**src/rtl/lcd_refresh.sv**
```systemverilog
// HD44780 16x2 refresh engine: initialises the panel, then streams a 32-byte character RAM to it forever.
// Define LCD_REFRESH_PWRUP_EN to include the power-on delay state; without it reset enters INIT directly.
module lcd_refresh #(
  parameter int SETUP_CYC      = 2,
  parameter int EN_CYC         = 12,
  parameter int WAIT_CYC       = 2500,
  parameter int CLEAR_WAIT_CYC = 100000,
  parameter int PWRUP_CYC      = 1000000
) (
  input  logic       clk,
  input  logic       reset,
  output logic [4:0] raddr,
  input  logic [7:0] din,
  output logic [7:0] lcd_data,
  output logic       lcd_rs,
  output logic       lcd_rw,
  output logic       lcd_en,
  output logic       lcd_on,
  output logic       lcd_blon,
  output logic       frame_done
);

  function automatic int max2(input int a, input int b);
    return (a > b) ? a : b;
  endfunction

  localparam int MAX_CYC = max2(max2(max2(SETUP_CYC, EN_CYC), max2(WAIT_CYC, CLEAR_WAIT_CYC)), PWRUP_CYC);
  localparam int CW      = $clog2(MAX_CYC) + 1;

  typedef enum logic [2:0] {PWRUP, INIT, ADDR, FETCH, CHAR} state_t;
  // PH_LOAD is the single cycle after reset that loads the first init command.
  typedef enum logic [1:0] {PH_LOAD, PH_SETUP, PH_STROBE, PH_WAIT} phase_t;

  state_t          state_reg, state_next;
  phase_t          phase_reg, phase_next;
  logic [CW-1:0]   cnt_reg, cnt_next;
  logic [1:0]      init_idx_reg, init_idx_next;
  logic [4:0]      raddr_reg, raddr_next;
  logic [7:0]      data_reg, data_next;
  logic            rs_reg, rs_next;
  logic            fd_reg, fd_next;
  logic            write_done;
  logic [CW-1:0]   wait_last;
  logic [4:0]      raddr_inc;

  function automatic logic [7:0] init_cmd(input logic [1:0] idx);
    case (idx)
      2'd0:    return 8'h38;
      2'd1:    return 8'h0C;
      2'd2:    return 8'h01;
      default: return 8'h06;
    endcase
  endfunction

  always_ff @(posedge clk) begin
    if (reset) begin
`ifdef LCD_REFRESH_PWRUP_EN
      state_reg <= PWRUP;
`else
      state_reg <= INIT;
`endif
      phase_reg    <= PH_LOAD;
      cnt_reg      <= '0;
      init_idx_reg <= '0;
      raddr_reg    <= '0;
      data_reg     <= 8'h00;
      rs_reg       <= 1'b0;
      fd_reg       <= 1'b0;
    end else begin
      state_reg    <= state_next;
      phase_reg    <= phase_next;
      cnt_reg      <= cnt_next;
      init_idx_reg <= init_idx_next;
      raddr_reg    <= raddr_next;
      data_reg     <= data_next;
      rs_reg       <= rs_next;
      fd_reg       <= fd_next;
    end
  end

  always_comb begin
    state_next    = state_reg;
    phase_next    = phase_reg;
    cnt_next      = cnt_reg + 1'b1;
    init_idx_next = init_idx_reg;
    raddr_next    = raddr_reg;
    data_next     = data_reg;
    rs_next       = rs_reg;
    fd_next       = 1'b0;
    write_done    = 1'b0;
    raddr_inc     = raddr_reg + 5'd1;
    // The clear command needs the long settle time.
    wait_last     = (!rs_reg && data_reg == 8'h01) ? CW'(CLEAR_WAIT_CYC - 1) : CW'(WAIT_CYC - 1);

    case (state_reg)
`ifdef LCD_REFRESH_PWRUP_EN
      PWRUP: begin
        if (cnt_reg == CW'(PWRUP_CYC - 1)) begin
          state_next    = INIT;
          phase_next    = PH_SETUP;
          cnt_next      = '0;
          init_idx_next = 2'd0;
          data_next     = init_cmd(2'd0);
          rs_next       = 1'b0;
        end
      end
`endif
      FETCH: begin
        data_next  = din;
        rs_next    = 1'b1;
        state_next = CHAR;
        phase_next = PH_SETUP;
        cnt_next   = '0;
      end
      default: begin
        case (phase_reg)
          PH_LOAD: begin
            data_next  = init_cmd(init_idx_reg);
            rs_next    = 1'b0;
            phase_next = PH_SETUP;
            cnt_next   = '0;
          end
          PH_SETUP: if (cnt_reg == CW'(SETUP_CYC - 1)) begin
            phase_next = PH_STROBE;
            cnt_next   = '0;
          end
          PH_STROBE: if (cnt_reg == CW'(EN_CYC - 1)) begin
            phase_next = PH_WAIT;
            cnt_next   = '0;
          end
          default: if (cnt_reg == wait_last) write_done = 1'b1;
        endcase

        // New command bytes are loaded on the same edge that enters SETUP.
        if (write_done) begin
          phase_next = PH_SETUP;
          cnt_next   = '0;
          case (state_reg)
            INIT: begin
              if (init_idx_reg == 2'd3) begin
                state_next = ADDR;
                data_next  = {1'b1, raddr_reg[4], 6'b0};
              end else begin
                init_idx_next = init_idx_reg + 2'd1;
                data_next     = init_cmd(init_idx_reg + 2'd1);
              end
              rs_next = 1'b0;
            end
            ADDR: state_next = FETCH;
            default: begin
              raddr_next = raddr_inc;
              fd_next    = (raddr_reg == 5'h1F);
              if (raddr_inc[3:0] == 4'h0) begin
                state_next = ADDR;
                data_next  = {1'b1, raddr_inc[4], 6'b0};
                rs_next    = 1'b0;
              end else begin
                state_next = FETCH;
              end
            end
          endcase
        end
      end
    endcase
  end

  assign raddr      = raddr_reg;
  assign lcd_data   = data_reg;
  assign lcd_rs     = rs_reg;
  assign lcd_rw     = 1'b0;
  assign lcd_en     = (phase_reg == PH_STROBE);
  assign lcd_on     = 1'b1;
  assign lcd_blon   = 1'b1;
  assign frame_done = fd_reg;

endmodule

```
**config.mk**
```make
export PLATFORM = sky130hd
export DESIGN_NAME = lcd_refresh
export DESIGN_NICKNAME = d
export VERILOG_FILES = /design/src/rtl/lcd_refresh.sv
export SDC_FILE = /design/constraint.sdc
export NUM_CORES = 1
export LEC_CHECK = 0
export BUFFER_PORTS_ARGS = -buffer_cell sky130_fd_sc_hd__buf_4
export CAP_MARGIN = 10
export CORE_ASPECT_RATIO = 1.25
export CORE_UTILIZATION = 35
export CTS_BUF_LIST = sky130_fd_sc_hd__clkbuf_8
export CTS_CLUSTER_DIAMETER = 50
export DETAILED_ROUTE_END_ITERATION = 7
export HOLD_SLACK_MARGIN = 0.05
export PLACE_DENSITY_LB_ADDON = 0.15
export SETUP_SLACK_MARGIN = 0.2
export SKIP_LAST_GASP = 1
export SYNTH_ARGS = -nofsm -noshare
export SYNTH_HDL_FRONTEND = slang
export SYNTH_SLANG_ARGS = --single-unit
```
**constraint.sdc**
```tcl
create_clock -name clk -period 3.1 [get_ports clk]
set_input_delay 0.62 -clock clk [delete_from_list [all_inputs] [get_ports clk]]
set_output_delay 0.62 -clock clk [all_outputs]
set_load 0.05 [all_outputs]
```
==> summary.txt, run 1 <==
Logic synthesis
  • Mapped Area: 2590 um^2
  • EDFF count, synth: 0
  • Top FF cell, synth: dfxtp_1
  • Area fraction of the dominant cell type after synthesis: 33.2%
  • Synth cell count leaders: nor2_1, dfxtp_1, ha_1
  • Syn Area/Cell: 8.45 um^2
  • Async SR Flop Fraction: 0%
  • Syn. warnings: 0
  • Most frequent cell after synthesis: nor2_1
  • Synth top area cells: dfxtp_1, ha_1, nor2_1
  • Seq/Total Area, Yosys: 33.2%
  • Post-synthesis register bit count: 43
  • Synth cell types: 55
  • Synth Instances: 307
  • Area leader, netlist: dfxtp_1

Setup path
  • Setup crit start kind: flip-flop
  • CP arrival: 2460 ps
  • CP Max Fanout: 15
  • Cells on worst reg2reg path: 5
  • CP Class: flip-flop to flip-flop
  • CP required: 3290 ps
  • CP endpoint kind: flip-flop

Power and ir drop
  • Peak VDD IR: 0.227 mV
  • Pleak: 1.10 nW
  • Switching Share: 32.9%
  • Comb pwr share: 29.0%
  • Clock network fraction of total power: 32.1%
  • PD cells: 543 nW/um^2
  • P_int: 1.08 mW
  • Sequential Power Share: 38.9%
  • Psw: 531 uW

Timing
  • Rel. slew slack: 65.5%
  • Worst-Margin Slew: 517 ps
  • Final setup viols: 0
  • Setup TNS: 0 ps
  • RSZ-0062 raised after global routing: no
  • Setup Skew: 12.7 ps
  • Fmax: 441 MHz
  • Tmin final: 2270 ps
  • Slew Viols, Final: 0
  • Final Hold Vio Count: 0
  • Final period utilization: 73.1%

Layout
  • Area grow syn2layout: 14.4%
  • Share of cells above drive strength 1: 14.3%
  • Largest register FFs: 21
  • Antenna diode count: 0
  • Non-filler cells, final: 418
  • Nets@finish: 355
  • Final instance area: 2970 um^2

Detailed routing
  • WL/cell: 14.2 um
  • WL met2: 2950 um
  • Starting DRT DRC Count: 121
  • Residual DRC: 0
  • Top sig layer: met4
  • Post-Route WL: 5930 um
  • TritonRoute pass-1 iters: 4
  • M1 WL: 2730 um
  • Vias/cell: 5.27
  • Vias after detailed routing: 2202
  • Wire length on met3: 192 um
  • Antenna viol nets, final: 0

Global route
  • Grt ovf: 0
  • Global-route wire length before repair: 10000 um
  • Vias in the first global route: 2038
  • Largest net degree at the start of global routing: 28
  • Gr usage total: 16.3%
  • Antenna violations before repair: 0

Clocking
  • CTS tree: done
  • Setup bufs post-CTS: 0
  • CTS Hold Bufs: 0
  • H-tree depth: 2
  • Clk_lat worst skew: 300 ps
  • Root Driver: clkbuf_8
  • Reg clk slew, reported paths: 80 ps
  • Cts repair resizes: 0
  • CTS sink cnt: 43
  • CTS max path bufs: 2
  • Total CTS buffers: 5

Hold path
  • Min-delay worst type: flip-flop to flip-flop
  • Worst hold stages: 1

Outcome
  • Status: complete, no violations

Placed design
  • Placed instance area: 2830 um^2
  • Post-Place Cells: 410
  • Final RePlAce weighted congestion: 0.761
  • Quantity of I/O buffers inserted on ports: 25
  • Detailed Place HPWL: 4320 um

Floorplan
  • Initial Util: 36.7%
  • Row cnt: 34
  • DIE WIDTH: 79.0 um
  • # IOs: 29
  • Die H: 98.2 um
  • Die Area: 7760 um^2
  • Core Region: 7060 um^2

Run
  • Maxcap violations: 0
final timing paths:
path	slack [ps]	from	end
min reg2reg	490	cnt_reg[0]$_SDFF_PP0_	cnt_reg[0]$_SDFF_PP0_
max	830	cnt_reg[5]$_SDFF_PP0_	raddr[2]$_SDFFE_PP0P_
min	490	cnt_reg[0]$_SDFF_PP0_	cnt_reg[0]$_SDFF_PP0_
max reg2reg	830	cnt_reg[5]$_SDFF_PP0_	raddr[2]$_SDFFE_PP0P_
area by class of cell:
class	instances	area, um^2
fill	733	4100
multi-input combinational	233	1580
sequential	43	861
timing repair buffer	30	225
tap	90	113
clock buffer	5	68.8
clock inverter	3	63.8
inverter	14	52.6
cells in the final DEF, fill, tap and decap left out, types with 3 or more instances in the layout:
| master | instances |
|---|---|
| inv_1 | 15 |
| nand3_1 | 11 |
| a21oi_1 | 7 |
| and2_1 | 3 |
| conb_1 | 3 |
| nand2_1 | 13 |
| nor4_1 | 7 |
| buf_4 | 30 |
| o41ai_1 | 4 |
| o31ai_1 | 3 |
| clkbuf_8 | 5 |
| o21ai_0 | 7 |
| a31oi_1 | 4 |
| nor2_1 | 45 |
| nand2b_1 | 7 |
| a311oi_1 | 3 |
| ha_1 | 18 |
| mux2_2 | 4 |
| xnor2_1 | 12 |
| nor3_1 | 7 |
| o22ai_1 | 5 |
| xor2_1 | 7 |
| nand4_1 | 8 |
| dfxtp_1 | 43 |
| nor2b_1 | 6 |
| mux2i_1 | 5 |
| or3_1 | 7 |
kinds of logic (layout without fill, tap and decap cells):
| family | Yosys count | count (layout) | synth area share, % |
|---|---|---|---|
| DFF | 43 | 43 | 33.2 |
| AOI/OAI and AO/OA | 54 | 54 | 15.0 |
| buffers and inverters | 32 | 52 | 5.93 |
| xor gates and xnor gates | 19 | 19 | 6.42 |
| muxes | 9 | 9 | 3.67 |
| and+or+nand+nor | 130 | 130 | 26.8 |
| other | 2 | 3 | 0.290 |
| adders and majority gates | 18 | 18 | 8.68 |
metal layers:
metal | GRT usage [%] | up-vias
met1 | 20.5 | 1029
met2 | 27.3 | 31
met3 | 3.46 | 6
met5 | 0 | -
li1 | - | 1136
met4 | 5.31 | 0
metrics by stage:
| stage | hold WS, ps | utilization, % | setup slack, ps | total power, mW |
|---|---|---|---|---|
| 5_1_grt | 510 | 42.0 | 677 | 1.71 |
| 4_1_cts | 486 | 42.0 | 841 | 1.64 |
| 2_1_floorplan | 445 | - | 1010 | 0.985 |
| 3_5_place_dp | 468 | 40.1 | 844 | 1.11 |
| 6_report | 490 | 42.0 | 834 | 1.61 |
| 3_3_place_gp | 465 | 40.1 | 867 | 1.11 |
power groups by stage:
stage          Combinational [mW]  Sequential, mW  Clock, mW
5_1_grt                     0.518           0.633      0.561
3_5_place_dp                0.470           0.640          0
6_report                    0.467           0.627      0.517
4_1_cts                     0.471           0.627      0.537
3_3_place_gp                0.472           0.638          0
2_1_floorplan               0.294           0.691          0
critical path, stage by stage (launching register included):
cell	delay (ps)
dfxtp_1	370
nor4_2	330
nand2_1	100
or3_1	610
nor4_1	380
mux2_2	370
No activity file was read; power rests on OpenSTA's default activity.
==> run 2: changes to the inputs <==
- ABC_AREA: default -> 1
- clock period: 3.1 -> 2 ns (I/O delays scaled with it)
==> summary.txt, run 2 <==
Power and ir drop
  • P_int: 1.52 mW
  • Peak VDD IR: 0.507 mV
  • Sequential Power Share: 39.7%
  • PD cells: 759 nW/um^2
  • Psw: 957 uW
  • Switching Share: 38.7%
  • Clock network fraction of total power: 25.1%
  • Pleak: 1.39 nW
  • Comb pwr share: 35.2%

Setup path
  • Top delay family on crit path: simple AND/OR/NAND/NOR gates
  • Cell mode on critical path: nor2_1
  • Crit path depth: 8
  • Crit Reg-Reg Endpoint: cnt_reg[7]$_SDFF_PP0_
  • CP arrival: 1860 ps
  • Crit-path cells: nor2_1 -> nand3_1 -> nor2_1 -> nand3_1 -> o21ai_1 -> nand3_2 -> nand3_4 -> nor2_1
  • CP max stage cell: dfxtp_1
  • Cells on worst reg2reg path: 8
  • Critical Path Source: cnt_reg[13]$_SDFF_PP0_
  • CP Class: flip-flop to flip-flop
  • Setup crit start kind: flip-flop
  • Worst path bufs/invs: 0
  • Largest incremental delay on the critical path: 370 ps
  • Reg-to-reg slack, setup: 340 ps
  • CP required: 2200 ps
  • Crit path capture: cnt_reg[7]$_SDFF_PP0_
  • CP endpoint kind: flip-flop
  • Reg2reg start: cnt_reg[13]$_SDFF_PP0_
  • CP Max Fanout: 10

Detailed routing
  • Post-Route WL: 6880 um
  • Wire length on met3: 231 um
  • Vias after detailed routing: 2530
  • Vias/cell: 4.76
  • TritonRoute pass-1 iters: 6
  • M1 WL: 3030 um
  • Starting DRT DRC Count: 108
  • Antenna viol nets, final: 0
  • Top sig layer: met4
  • WL/cell: 12.9 um
  • WL met2: 3520 um
  • Residual DRC: 0

Hold path
  • Min-delay worst type: input pin to flip-flop
  • Hold wc startpoint: reset

Layout
  • Largest register FFs: 21
  • FILL cells: 824
  • Final instance area: 3260 um^2
  • Area grow syn2layout: 17.0%
  • Antenna diode count: 0
  • Share of cells above drive strength 1: 22.4%
  • Commonest non-fill, non-tap cell in the layout: nor2_1
  • Most frequent cells in the layout: nor2_1, nand2_1, inv_1
  • Nets@finish: 464

Logic synthesis
  • Syn Area/Cell: 6.90 um^2
  • Area fraction of the dominant cell type after synthesis: 30.9%
  • Async SR Flop Fraction: 0%
  • Seq/Total Area, Yosys: 30.9%
  • Post-synthesis register bit count: 43
  • Synth Instances: 404
  • Area leader, netlist: dfxtp_1
  • Syn. warnings: 0
  • Most frequent cell after synthesis: nor2_1
  • Synth top area cells: dfxtp_1, nor2_1, nand2_1
  • EDFF count, synth: 0
  • Synth cell types: 36
  • Synth cell count leaders: nor2_1, nand2_1, inv_1
  • Mapped Area: 2790 um^2
  • Top FF cell, synth: dfxtp_1

Placed design
  • Detailed Place HPWL: 5130 um
  • Placed instance area: 3060 um^2
  • Quantity of I/O buffers inserted on ports: 25
  • Final RePlAce weighted congestion: 0.890

Timing
  • Setup Skew: 6.94 ps
  • Final setup viols: 0
  • Final period utilization: 83.2%
  • Final Hold Vio Count: 0
  • Slew Viols, Final: 0
  • Tmin final: 1660 ps
  • Setup TNS: 0 ps
  • Fmax: 601 MHz
  • RSZ-0062 raised after global routing: yes

Clocking
  • Total CTS buffers: 5
  • CTS Hold Bufs: 0
  • Clk_lat worst skew: 300 ps
  • CTS max path bufs: 2
  • CTS tree: done
  • Reg clk slew, reported paths: 90 ps
  • H-tree depth: 2
  • Root Driver: clkbuf_8
  • CTS sink cnt: 43

Outcome
  • Status: complete, no violations

Floorplan
  • Core Region: 7750 um^2
  • Die Area: 8330 um^2
  • Row cnt: 36
  • Die H: 102 um
  • Initial Util: 36.0%
  • DIE WIDTH: 81.8 um
  • # IOs: 29

Global route
  • Vias in the first global route: 2479
  • Gr usage total: 18.1%
  • Antenna violations before repair: 0
  • Grt ovf: 0
  • Global-route wire length before repair: 11400 um
  • Largest net degree at the start of global routing: 16

Run
  • Maxcap violations: 0
## run 2: cell types whose count changed after synthesis, moves of 7 or more
cell,change
nand2_1,+58
inv_1,+33
nor2_1,+28
nor2_2,+17
xnor2_1,-12
nand3_1,+11
a21oi_1,+9
clkbuf_1,-9
xor2_1,+9
inv_2,+8
nand4_1,+8
nand2b_1,-7
or3_1,-7
## run 2: what timing repair did
action,4_1_cts,5_1_grt
pin swaps,0,4
gates resized for setup,0,22
setup endpoints to repair,1,40
cloned,1,1
setup buffers,0,2
## run 2: final cells by class
class                   count  area [um^2]  share of cell area (%)
repair buffers             29          218                    6.67
clock buffers               7         96.3                    2.95
flip-flops and latches     43          877                    26.9
well taps                  95          119                    3.64
multi-input cells         300         1730                    53.1
clock inverters             1         3.75                   0.115
inverters                  57          216                    6.63
## run 2: how the worst min path moves through the flow
stage,endpoint,slack [ps],cells past startpoint
global placement,cnt_reg[0]$_SDFF_PP0_,460,1
floorplan,cnt_reg[0]$_SDFF_PP0_,440,1
global route,init_idx_reg[0]$_SDFFE_PP0P_,320,2
finish,init_idx_reg[0]$_SDFFE_PP0P_,330,2
detailed placement,cnt_reg[0]$_SDFF_PP0_,480,1
CTS,init_idx_reg[0]$_SDFFE_PP0P_,320,2
## run 2: power by group through the flow
stage / registers, mW / clock network, mW / logic, mW
finish: 0.983 / 0.621 / 0.873
global route: 0.996 / 0.671 / 0.976
CTS: 0.983 / 0.646 / 0.822
detailed placement: 1.00 / 0 / 0.795
global placement: 1.00 / 0 / 0.794
floorplan: 1.12 / 0 / 0.517
## run 2: kinds of logic after synthesis
group                      synth area share [%]
DFF                                        30.9
buffers and inverters                      9.82
xor gates and xnor gates                   5.02
adders and majority gates                  8.08
other                                     0.269
AOI/OAI and AO/OA                          7.31
and+or+nand+nor                            38.6
## run 2: metal layers
layer / global-route usage [%] / vias to the layer above
met5: 0 / -
met1: 21.3 / 1140
li1: - / 1342
met4: 7.56 / 0
met3: 2.70 / 8
met2: 32.1 / 40
## run 2: through the flow
step,total power [mW],hold WS (ps),cells,setup WS (ps),utilization (%)
6_report,2.48,326,532,336,42.1
5_1_grt,2.64,323,532,119,42.1
4_1_cts,2.45,317,529,208,40.9
3_5_place_dp,1.80,477,520,194,39.5
3_3_place_gp,1.80,457,520,268,39.5
2_1_floorplan,1.64,445,405,256,-
## run 2: worst reg2reg max path: cells and delay by family (launching register included)
kind	cells	cell delay, ps
flops	1	370
simple gates	7	1060
compound gates	1	140
==> run 3: changes to the inputs <==
- ABC_AREA: 1 -> 0
- clock period: 2 -> 1.46 ns (I/O delays scaled with it)
==> summary.txt, run 3 (synthesis results as in run 1) <==
Detailed routing
  • Vias after detailed routing: 2601
  • Residual DRC: 0
  • Post-Route WL: 7070 um
  • WL/cell: 13.9 um
  • Antenna viol nets, final: 0
  • Vias/cell: 5.10
  • Starting DRT DRC Count: 52
  • TritonRoute pass-1 iters: 4

Floorplan
  • Die Area: 7760 um^2
  • DIE WIDTH: 79.0 um
  • Die H: 98.2 um
  • Initial Util: 36.7%
  • Core Region: 7060 um^2
  • Row cnt: 34
  • # IOs: 29

Global route
  • M1 GR Usage: 21.3%
  • Grt peak-use layer: met2
  • GR Layer Usage met3: 3.27%
  • Antenna violations before repair: 0
  • GRT met2 Usage: 34.2%
  • Global-route wire length before repair: 11600 um
  • Largest net degree at the start of global routing: 22
  • Grt ovf: 0
  • Gr usage total: 18.7%
  • Vias in the first global route: 2603

Timing
  • Final worst setup slack: -481 ps
  • Final period utilization: 133%
  • Tmin final: 1940 ps
  • Setup TNS: -15860 ps
  • Final Hold Vio Count: 0
  • RSZ-0062 raised after global routing: yes
  • Fmax: 515 MHz
  • Final setup viols: 44
  • Setup Skew: 14.9 ps
  • Slew Viols, Final: 0

Setup path
  • CP Class: flip-flop to flip-flop
  • Crit Reg-Reg Endpoint: lcd_data[7]$_SDFF_PP0_
  • CP Max Fanout: 8
  • Reg2reg start: lcd_data[4]$_SDFF_PP0_
  • Reg-to-reg slack, setup: -480 ps
  • Largest incremental delay on the critical path: 400 ps
  • CP required: 1640 ps
  • Critical Path Source: lcd_data[4]$_SDFF_PP0_
  • Cells on worst reg2reg path: 6
  • Setup crit start kind: flip-flop
  • CP max stage cell: mux2_4
  • Crit-path cells: nor4_4 -> nand3_2 -> mux2_4 -> buf_12 -> o311ai_2 -> a311oi_2
  • CP endpoint kind: flip-flop
  • Crit path capture: lcd_data[7]$_SDFF_PP0_
  • CP arrival: 2120 ps

Layout
  • Commonest non-fill, non-tap cell in the layout: buf_4
  • Antenna diode count: 0
  • Post-layout util: 58.0%
  • Most frequent cells in the layout: buf_4, nor2_1, dfxtp_1
  • Final instance area: 4100 um^2
  • Largest register FFs: 21
  • Nets@finish: 447
  • Share of cells above drive strength 1: 47.6%
  • Non-filler cells, final: 510
  • FILL cells: 670
  • Area grow syn2layout: 58.0%

Placed design
  • Final RePlAce weighted congestion: 0.809
  • Placed instance area: 3610 um^2
  • Detailed Place HPWL: 5260 um
  • Post-Place Cells: 494
  • Placement Setup Slack: -556 ps
  • Quantity of I/O buffers inserted on ports: 25

Clocking
  • CTS tree: done
  • Total CTS buffers: 5
  • CTS sink cnt: 43
  • Reg clk slew, reported paths: 90 ps
  • CTS Hold Bufs: 0
  • Root Driver: clkbuf_8
  • CTS max path bufs: 2
  • H-tree depth: 2
  • Clk_lat worst skew: 310 ps

Outcome
  • Status: complete, but fails checks
  • Failing checks: negative setup slack

Power and ir drop
  • Comb pwr share: 44.1%
  • P_int: 2.58 mW
  • Peak VDD IR: 0.686 mV
  • PD cells: 959 nW/um^2
  • Psw: 1.35 mW
  • Pleak: 1.66 nW
  • Clock network fraction of total power: 21.6%
  • Sequential Power Share: 34.3%
  • Switching Share: 34.4%

Hold path
  • Min-delay worst type: input pin to flip-flop

Run
  • Maxcap violations: 0
[run 3: cell count changes in the layout (fill, tap and decap cells not counted), moves of 11 or more]
cell	change
inv_1	-35
buf_4	+68
a21oi_1	-11
buf_6	+18
dfxtp_2	+14
nand2_1	-55
nand3_1	-12
xnor2_1	+12
nor2_2	-20
nor2_1	-25
dfxtp_1	-16
[run 3: what timing repair did]
item / in CTS / in global routing
setup buffers: 5 / 3
endpoints found under the setup margin: 49 / 56
pin swaps: 11 / 10
resized for setup: 43 / 30
gates cloned: 0 / 0
[run 3: worst min path at each step]
stage	start	end	slack, ps	cells past startpoint
2_1_floorplan	cnt_reg[0]$_SDFF_PP0_	cnt_reg[0]$_SDFF_PP0_	420	1
5_1_grt	reset	state_reg[2]$_SDFFE_PP0P_	250	2
3_3_place_gp	init_idx_reg[1]$_SDFFE_PP0P_	init_idx_reg[1]$_SDFFE_PP0P_	500	2
3_5_place_dp	init_idx_reg[1]$_SDFFE_PP0P_	init_idx_reg[1]$_SDFFE_PP0P_	500	2
6_report	reset	state_reg[2]$_SDFFE_PP0P_	270	2
4_1_cts	reset	lcd_rs$_SDFF_PP0_	250	2
[run 3: metal layers]
layer	share of wire [%]	vias up
met5	0	-
met4	1.4	0
met3	3.0	10
met2	54	39
met1	42	1230
li1	-	1322
[run 3: worst max-delay path: cells and delay by family (launching register included)]
kind	cells	cell delay [ps]
multiplexers	1	400
AO/OA/AOI/OAI	2	460
AND/OR/NAND/NOR	2	430
buffers and inverters	1	160
flip-flops	1	360
[run 3: per-stage QoR]
step | hold slack (ps) | power (mW)
2_1_floorplan | 421 | 2.26
3_3_place_gp | 496 | 2.79
3_5_place_dp | 504 | 2.80
4_1_cts | 247 | 3.84
5_1_grt | 255 | 4.17
6_report | 265 | 3.93
[run 3: final cells by class]
| type | instances | area [um^2] | area share (%) |
|---|---|---|---|
| Clock buffer | 7 | 96.3 | 2.35 |
| Clock inverter | 1 | 3.75 | 0.0916 |
| Inverter | 14 | 57.6 | 1.40 |
| Multi-Input combinational cell | 233 | 1880 | 45.9 |
| Sequential cell | 43 | 902 | 22.0 |
| Tap cell | 90 | 113 | 2.75 |
| Timing Repair Buffer | 122 | 1050 | 25.5 |
[run 3: power by group through the flow]
stage / sequential [mW] / combinational (mW) / clock [mW]
after floorplan: 1.52 / 0.747 / 0
after global placement: 1.34 / 1.44 / 0
after detailed placement: 1.35 / 1.45 / 0
after CTS: 1.34 / 1.63 / 0.875
after global routing: 1.36 / 1.89 / 0.921
final: 1.35 / 1.73 / 0.848
